--- src/rtl/if_else_branch_sched.sv ---
// Sequencer for the if/else segment: picks one operand per input, runs it through
// the shared branch unit via start/done, and holds the result on a valid/ready port.
module if_else_branch_sched #(
    parameter int              DW        = 32,
    parameter logic [DW-1:0]   COND_MASK = DW'(32'h0000_0001),
    parameter int              TIMEOUT   = 255,
    parameter int              TW        = 8
) (
    input  logic          clk,
    input  logic          reset,
    input  logic          in_valid,
    output logic          in_ready,
    input  logic [DW-1:0] input_bit,
    input  logic [DW-1:0] array_ref_wire,
    input  logic [DW-1:0] array_ref_m_wire,
    output logic          br_start,
    output logic          br_sel,
    output logic [DW-1:0] br_operand,
    input  logic          br_done,
    input  logic [DW-1:0] br_result,
    output logic          out_valid,
    input  logic          out_ready,
    output logic [DW-1:0] segment_combine,
    output logic          out_branch,
    output logic          out_timeout,
    output logic [15:0]   cnt_if,
    output logic [15:0]   cnt_else,
    output logic          busy
);

    typedef enum logic [1:0] {IDLE, ISSUE, WAIT, HOLD} state_t;

    state_t        state_reg;
    logic [TW-1:0] timer_reg;
    logic          br_start_reg;
    logic          br_sel_reg;
    logic [DW-1:0] br_operand_reg;
    logic          out_valid_reg;
    logic [DW-1:0] segment_reg;
    logic          out_branch_reg;
    logic          out_timeout_reg;
    logic          cond_in;

    assign cond_in = |(input_bit & COND_MASK);

    always_ff @(posedge clk) begin
        if (reset) begin
            state_reg       <= IDLE;
            timer_reg       <= '0;
            br_start_reg    <= 1'b0;
            br_sel_reg      <= 1'b0;
            br_operand_reg  <= '0;
            out_valid_reg   <= 1'b0;
            segment_reg     <= '0;
            out_branch_reg  <= 1'b0;
            out_timeout_reg <= 1'b0;
        end else begin
            br_start_reg <= 1'b0;
            case (state_reg)
                IDLE: begin
                    if (in_valid) begin
                        // br_sel/br_operand double as the latched condition and operand
                        br_sel_reg     <= cond_in;
                        br_operand_reg <= cond_in ? array_ref_wire : array_ref_m_wire;
                        br_start_reg   <= 1'b1;
                        state_reg      <= ISSUE;
                    end
                end
                ISSUE: begin
                    timer_reg <= '0;
                    state_reg <= WAIT;
                end
                WAIT: begin
                    // A done arriving on the expiry cycle still delivers its result
                    if (br_done) begin
                        segment_reg     <= br_result;
                        out_branch_reg  <= br_sel_reg;
                        out_timeout_reg <= 1'b0;
                        out_valid_reg   <= 1'b1;
                        state_reg       <= HOLD;
                    end else if (timer_reg == TW'(TIMEOUT - 1)) begin
                        segment_reg     <= '0;
                        out_branch_reg  <= br_sel_reg;
                        out_timeout_reg <= 1'b1;
                        out_valid_reg   <= 1'b1;
                        state_reg       <= HOLD;
                    end else begin
                        timer_reg <= timer_reg + 1'b1;
                    end
                end
                HOLD: begin
                    if (out_ready) begin
                        out_valid_reg <= 1'b0;
                        state_reg     <= IDLE;
                    end
                end
                default: state_reg <= IDLE;
            endcase
        end
    end

    // Index 0 counts else-path results, index 1 counts if-path results
    generate
        for (genvar gi = 0; gi < 2; gi++) begin : g_cnt
            logic [15:0] cnt_reg;
            always_ff @(posedge clk) begin
                if (reset) begin
                    cnt_reg <= '0;
                end else if (state_reg == HOLD && out_ready && !out_timeout_reg &&
                             out_branch_reg == 1'(gi) && cnt_reg != 16'hFFFF) begin
                    cnt_reg <= cnt_reg + 16'd1;
                end
            end
        end
    endgenerate

    assign cnt_else        = g_cnt[0].cnt_reg;
    assign cnt_if          = g_cnt[1].cnt_reg;
    assign in_ready        = (state_reg == IDLE) && !reset;
    assign busy            = (state_reg != IDLE);
    assign br_start        = br_start_reg;
    assign br_sel          = br_sel_reg;
    assign br_operand      = br_operand_reg;
    assign out_valid       = out_valid_reg;
    assign segment_combine = segment_reg;
    assign out_branch      = out_branch_reg;
    assign out_timeout     = out_timeout_reg;

endmodule

--- config.mk ---
export PLATFORM = sky130hd
export DESIGN_NAME = if_else_branch_sched
export DESIGN_NICKNAME = d
export VERILOG_FILES = /design/src/rtl/if_else_branch_sched.sv
export SDC_FILE = /design/constraint.sdc
export NUM_CORES = 1
export LEC_CHECK = 0
export CAP_MARGIN = 20
export CORE_AREA = 2 2 112 114
export DETAILED_ROUTE_END_ITERATION = 8
export DIE_AREA = 0 0 114 116
export GPL_TIMING_DRIVEN = 0
export PLACE_DENSITY = 0.9
export SYNTH_ARGS = -nofsm -noshare
export SYNTH_HDL_FRONTEND = slang
export SYNTH_SLANG_ARGS = --single-unit
--- constraint.sdc ---
create_clock -name clk -period 2 [get_ports clk]
set_input_delay 0.4 -clock clk [delete_from_list [all_inputs] [get_ports clk]]
set_output_delay 0.4 -clock clk [all_outputs]
set_load 0.02 [all_outputs]
==> results of run 1 <==
-- kinds of logic after synthesis --
logic type	synth area share
xor+xnor	0.0479
mux	0.0759
buf+inv	0.0327
flops	0.468
fa+ha+maj	0.0237
compound gates	0.167
simple gates	0.185
-- worst paths after layout --
path,from,end,slack [ns],cells past startpoint
worst min-delay path,segment_combine[5],segment_combine[5],0.48,1
worst max register to register,timer_reg[0],segment_combine[30],0.10,7
worst min register to register,segment_combine[5],segment_combine[5],0.48,1
worst max-delay path,state_reg[0],busy,0.09,4
-- worst max-delay path, cell delays in order, from the launching register on --
cell and delay [ns]:
sky130_fd_sc_hd__dfxtp_1 0.38, sky130_fd_sc_hd__inv_1 0.11, sky130_fd_sc_hd__ha_1 0.23, sky130_fd_sc_hd__inv_1 0.12, sky130_fd_sc_hd__clkdlybuf4s15_1 0.35
-- cell usage in the layout (no fill, tap or decap), drive strengths merged, types with 4 or more instances in the layout --
| cell | netlist | layout |
|---|---|---|
| and3 | 6 | 6 |
| inv | 7 | 8 |
| nor3 | 12 | 12 |
| o211ai | 7 | 7 |
| mux2i | 36 | 36 |
| buf | 19 | 15 |
| nor2 | 73 | 73 |
| nor4 | 4 | 4 |
| clkbuf | 11 | 25 |
| nand4 | 13 | 13 |
| nand2 | 24 | 24 |
| a211oi | 35 | 35 |
| a22o | 32 | 32 |
| xor2 | 14 | 14 |
| a21oi | 9 | 9 |
| and4 | 5 | 5 |
| clkdlybuf4s50 | 0 | 200 |
| xnor2 | 12 | 12 |
| ha | 9 | 9 |
| nand3 | 16 | 16 |
| a31oi | 4 | 4 |
| or3 | 6 | 6 |
| o21ai | 5 | 5 |
| dfxtp | 111 | 111 |
-- report_power, final --
group | switching (mW) | total, mW | internal (mW)
sequential | 0.186 | 2.71 | 2.52
combinational | 1.20 | 2.24 | 1.04
clock | 0.815 | 1.66 | 0.848
total | 2.20 | 6.61 | 4.41
-- final cells by class --
| cell class | count | area, um^2 |
|---|---|---|
| plain buffers | 29 | 163 |
| clock buffers | 11 | 233 |
| clock inverters | 4 | 32.5 |
| fillers | 976 | 4630 |
| inverters | 7 | 26.3 |
| multi-input cells | 343 | 2390 |
| flip-flops and latches | 111 | 2220 |
| well taps | 147 | 184 |
| repair buffers | 203 | 2040 |
-- metal layers --
metal | vias to the layer above | wire (um)
met3 | 19 | 741
met1 | 2090 | 5580
li1 | 2206 | -
met5 | - | 0
met4 | 0 | 223
met2 | 153 | 6640
-- what timing repair did --
item                       in CTS  in global routing
setup endpoints to repair      17                 58
resized for setup              13                 15
hold buffers                    0                  0
cloned                          0                  0
-- stage by stage --
stage	utilization	hold slack (ns)	instances
global placement	0.585	0.462	841
CTS	0.609	0.486	855
floorplan	-	0.455	491
finish	0.612	0.482	855
global route	0.612	0.502	855
detailed placement	0.585	0.463	841
==> out/qor.csv, run 1 <==
stage;metric;value;unit
cts;postCtsSetupRepairBufs;0;
routing;drt_first_iter_violations;222;
global_routing;number_of_antenna_violations_at_the_first_check_in_global_routing;0;
pwr;fin_total_pwr;6.61;mW
setup_path;worstSetupStartpointType;register;
yosys;netlist_area;4750;um^2
setup_path;worstPathArrival;1.51;ns
yosys;yosys.cell_types.count;50;
yosys;synth_top_cell_by_area;sky130_fd_sc_hd__dfxtp_1;
routing;ant_nets;0;
pwr;power_per_cell_area;907;nW/um^2
floorplan;starting_utilization_of_the_core_area;0.399;
run;maxCapViolCount;0;
sta;final.period_utilization;0.956;
placed_design;place_ws;-1.37;ns
floorplan;fp-row-count;40;
sta;maxClockFrequency;0.523;GHz
global_routing;grtUsageMet1;0.226;
finish;num-nets-final;846;
global_routing;grt_util_met2;0.344;
yosys;post-synth-top-count-cell;sky130_fd_sc_hd__dfxtp_1;
sta;tightestPinTransition;0.568;ns
setup_path;required;1.60;ns
global_routing;track_usage;0.192;
min_path;worstHoldPathType;register to register;
setup_path;critical_path_peak_fanout;4;
sta;final-setup-viol-count;0;
yosys;synth_enable_flop_cells;0;
yosys;ys_seq_area_frac;0.468;
placed_design;port_buffers;203;
yosys;syn_area_per_cell;9.68;um^2
yosys;post_synth_inst_count;491;
sta;maxSlewHeadroom;0.621;
routing;detail_routed_net_length_per_standard_cell;15.4;um
sta;unrepaired_setup_endpoints_after_global_routing;no;
placed_design;place.gp.congestion;0.824;
cts;cts_tree;yes;
cts;cts_root_buffer;sky130_fd_sc_hd__clkbuf_16;
placed_design;detailedPlacementHpwl;10100;um
finish;antennaDiodeCount;0;
cts;cts_buffer_depth;2;
floorplan;die_w;114;um
finish;stdcell_area;7280;um^2
sta;finalHoldViolations;0;
setup_path;end_kind;primary output;
floorplan;dieArea;13200;um^2
finish;flow.area_growth_from_synthesis;53.3;%
yosys;ys.warnings.count;0;
floorplan;floorplan.die.height;116;um
pwr;ir_worst_vdd;0.466;mV
cts;cts_sinks;111;
sta;finalMaxSlewViolations;0;
sta;fin_tns_setup;0;ns
sta;setup_slack;0.0881;ns
global_routing;wire_length_of_the_first_global_routing_pass;20600;um
cts;clkSlewWorstSetupHoldPaths;0.08;ns
cts;cts.htree.levels;3;
routing;detail_route.wirelength;13200;um
yosys;synth_flop_cell;sky130_fd_sc_hd__dfxtp_1;
yosys;synth_common_cells;sky130_fd_sc_hd__dfxtp_1, sky130_fd_sc_hd__nor2_1, sky130_fd_sc_hd__mux2i_1;
routing;detail_route.vias_per_cell;5.23;
pwr;standby_leakage_power;2.73;nW
sta;finalWorstPathRequiredPeriod;1.91;ns
sta;clock_skew;0.0124;ns
status;run_status;finished, final reports clean;
global_routing;grt_overflow_total;0;
yosys;synth.top_cell.area_share;0.468;
cts;insertion_delay;0.34;ns
routing;drc_errors;0;
routing;via_count;4468;
floorplan;fp.coreArea;11900;um^2
yosys;synth_seq_cells;111;
global_routing;grt_max_degree;20;
global_routing;grt_pass1_vias;4341;
finish;drive_above_1_share;0.0763;
yosys;ys_async_sr_fraction;0;
floorplan;pin_count;236;
yosys;synth_fp_nets;633;
setup_path;criticalPathCategory;register to primary output;
global_routing;busiest_layer;met2;
cts;cts_made_buffers;9;
placed_design;dpl_cell_area;6970;um^2
routing;drt-pass1-iter-count;4;
yosys;synth.area.top_cells;sky130_fd_sc_hd__dfxtp_1, sky130_fd_sc_hd__mux2i_1, sky130_fd_sc_hd__a22o_1;
global_routing;grtUsageMet3;0.0460;
Note: power is estimated with default switching activity, not from simulation.
==> run 2: changes to the inputs <==
- CAP_MARGIN: 20 -> 10
==> results of run 2 <==
The final DEF is identical to that of run 1; final timing and power are the same.
==> run 3: changes to the inputs <==
- clock period: 2 -> 1.88 ns (I/O delays scaled with it)
==> out/qor.csv, run 3 (synthesized netlist as in run 1, its figures left out) <==
stage;metric;value;unit;change
min_path;worstHoldPathType;register to register;;
routing;detail_route.wirelength;13500;um;+2.1%
cts;cts_root_buffer;sky130_fd_sc_hd__clkbuf_16;;
sta;final.period_utilization;0.996;;
setup_path;critical_path.cell_chain;inv_1 > ha_2 > nor2b_2 > a21boi_1 > nand2_1 > or3_1 > mux2i_1;;
sta;maxClockFrequency;0.534;GHz;
min_path;holdPathStages;1;;unchanged
setup_path;setup.worst_path.start;state_reg[0];;
setup_path;end_kind;register;;
finish;stdcell_area;7390;um^2;+1.4%
sta;clock_skew;0.0111;ns;-0.00131 ns
status;run_status;finished, final reports clean;;
finish;most_used_cells_in_the_layout_excluding_fill_and_tap_cells;sky130_fd_sc_hd__clkdlybuf4s50_1, sky130_fd_sc_hd__dfxtp_1, sky130_fd_sc_hd__nor2_1, sky130_fd_sc_hd__mux2i_1, sky130_fd_sc_hd__a211oi_1;;
routing;drc_errors;0;;unchanged
pwr;power_per_cell_area;954;nW/um^2;+5.2%
sta;finalWorstPathRequiredPeriod;1.87;ns;
floorplan;fp-row-count;40;;unchanged
finish;final_common_cell;sky130_fd_sc_hd__clkdlybuf4s50_1;;
setup_path;critical_path_peak_fanout;4;;unchanged
placed_design;port_buffers;203;;unchanged
pwr;fin_total_pwr;7.05;mW;+6.7%
routing;drt-pass1-iter-count;5;;+1
setup_path;regToRegEndpoint;timer_reg[6];;
placed_design;dpl_cell_area;6970;um^2;unchanged
cts;clkSlewWorstSetupHoldPaths;0.07;ns;about the same
cts;cts_sinks;111;;unchanged
finish;drive_above_1_share;0.0970;;+0.0208
sta;tightestPinTransition;0.580;ns;+0.0122 ns
sta;setup_slack;0.00725;ns;-0.0808 ns
placed_design;place_ws;-1.44;ns;-0.0720 ns
finish;num-nets-final;849;;+0.35%
routing;detail_route.vias_per_cell;5.21;;-0.35%
cts;cts_buffer_depth;2;;unchanged
sta;final-setup-viol-count;0;;unchanged
sta;finalMaxSlewViolations;0;;unchanged
sta;unrepaired_setup_endpoints_after_global_routing;yes;;
run;maxCapViolCount;0;;unchanged
sta;maxSlewHeadroom;0.613;;-0.00811
routing;ant_nets;0;;unchanged
routing;detail_routed_net_length_per_standard_cell;15.7;um;+1.7%
global_routing;number_of_antenna_violations_at_the_first_check_in_global_routing;0;;unchanged
min_path;min_delay_worst_endpoint;segment_combine[15];;
setup_path;required;2.10;ns;+0.50 ns
setup_path;timing.critical_path.slowest_stage_cell;sky130_fd_sc_hd__or3_1;;
routing;via_count;4468;;unchanged
floorplan;dieArea;13200;um^2;unchanged
placed_design;place.gp.congestion;0.824;;unchanged
setup_path;criticalPathCategory;register to register;;
finish;postLayoutCoreUtil;0.620;;+0.00851
floorplan;floorplan.die.height;116;um;unchanged
finish;flow.area_growth_from_synthesis;55.5;%;
setup_path;worstPathArrival;2.10;ns;+0.59 ns
min_path;hp-start;segment_combine[15];;
finish;nFillCells;967;;-0.92%
cts;cts.htree.levels;3;;unchanged
cts;cts_hold_repair.buffers;0;;unchanged
finish;antennaDiodeCount;0;;unchanged
cts;cts_made_buffers;9;;unchanged
floorplan;fp.coreArea;11900;um^2;unchanged
setup_path;reg2reg_setup_slack;0.007;ns;-0.09 ns
cts;cts_tree;yes;;
sta;finalHoldViolations;0;;unchanged
setup_path;r2r_cells;7;;unchanged
floorplan;starting_utilization_of_the_core_area;0.399;;unchanged
cts;insertion_delay;0.34;ns;about the same
global_routing;grt_overflow_total;0;;unchanged
pwr;standby_leakage_power;2.85;nW;+4.4%
setup_path;crit-reg2reg-launch;state_reg[0];;
global_routing;grt_max_degree;18;;-10%
routing;drt_first_iter_violations;283;;+27%
floorplan;pin_count;236;;unchanged
floorplan;die_w;114;um;unchanged
pwr;ir_worst_vdd;0.496;mV;+6.4%
sta;hold-worst-slack;0.481;ns;-0.00177 ns
setup_path;worst_path_largest_cell_delay;0.38;ns;about the same
global_routing;wire_length_of_the_first_global_routing_pass;20700;um;+0.67%
global_routing;track_usage;0.194;;+0.00155
placed_design;detailedPlacementHpwl;10100;um;unchanged
setup_path;worstSetupStartpointType;register;;
global_routing;grt_pass1_vias;4376;;+0.81%
## run 3: cell count changes in the layout (fill, tap and decap cells not counted), moves of 3 or more
cell,change
sky130_fd_sc_hd__dlymetal6s2s_1,+3
sky130_fd_sc_hd__buf_6,+5
sky130_fd_sc_hd__dfxtp_2,+3
sky130_fd_sc_hd__clkdlybuf4s50_1,-4
sky130_fd_sc_hd__dfxtp_1,-3
sky130_fd_sc_hd__buf_4,+3
## run 3: cell type report
cell class / count / area (um^2) / area share
tap: 147 / 184 / 0.0249
multi-input combinational: 343 / 2450 / 0.331
timing repair buffer: 205 / 2050 / 0.277
inverter: 7 / 26.3 / 0.00356
clock inverter: 4 / 32.5 / 0.00440
buffer: 30 / 191 / 0.0259
sequential: 111 / 2230 / 0.301
clock buffer: 11 / 233 / 0.0315
## run 3: repair_timing
| item | in CTS | in global routing |
|---|---|---|
| buffers inserted | 1 | 1 |
| endpoints found under the setup margin | 48 | 82 |
| pin swaps | 0 | 3 |
| gates resized for setup | 27 | 35 |
## run 3: per-stage QoR
step           std cells  setup TNS (ns)
3_5_place_dp         841          -30.50
5_1_grt              858          -0.349
2_1_floorplan        491               0
4_1_cts              857               0
6_report             858               0
3_3_place_gp         841          -26.27
## run 3: routing by layer
layer	up-vias	share of wire	track usage
met5	-	0	0
met4	0	0.021	0.0772
met3	23	0.057	0.0476
met2	155	0.51	0.346
met1	2076	0.41	0.223
li1	2214	-	-
## run 3: worst max-delay path by stage
stage                                      to  depth (start not counted)
final                            timer_reg[6]                          7
after global routing             timer_reg[6]                          7
after floorplan                     cnt_if[6]                          7
after detailed placement             in_ready                          6
after CTS                 segment_combine[30]                          7
after global placement               in_ready                          6
## run 3: worst max-delay path, delay by kind of cell, from the launching register on
kind | cells | cell delay [ns]
buffers and inverters | 1 | 0.14
multiplexers | 1 | 0.13
AO/OA/AOI/OAI | 1 | 0.22
flip-flops | 1 | 0.34
adder cells (fa/ha/maj) | 1 | 0.26
AND/OR/NAND/NOR | 3 | 0.69
## run 3: power breakdown
group | switching, mW | leakage (nW) | internal [mW]
clock | 0.862 | 0.122 | 0.902
sequential | 0.200 | 0.904 | 2.68
combinational | 1.28 | 1.83 | 1.13
total | 2.34 | 2.85 | 4.71
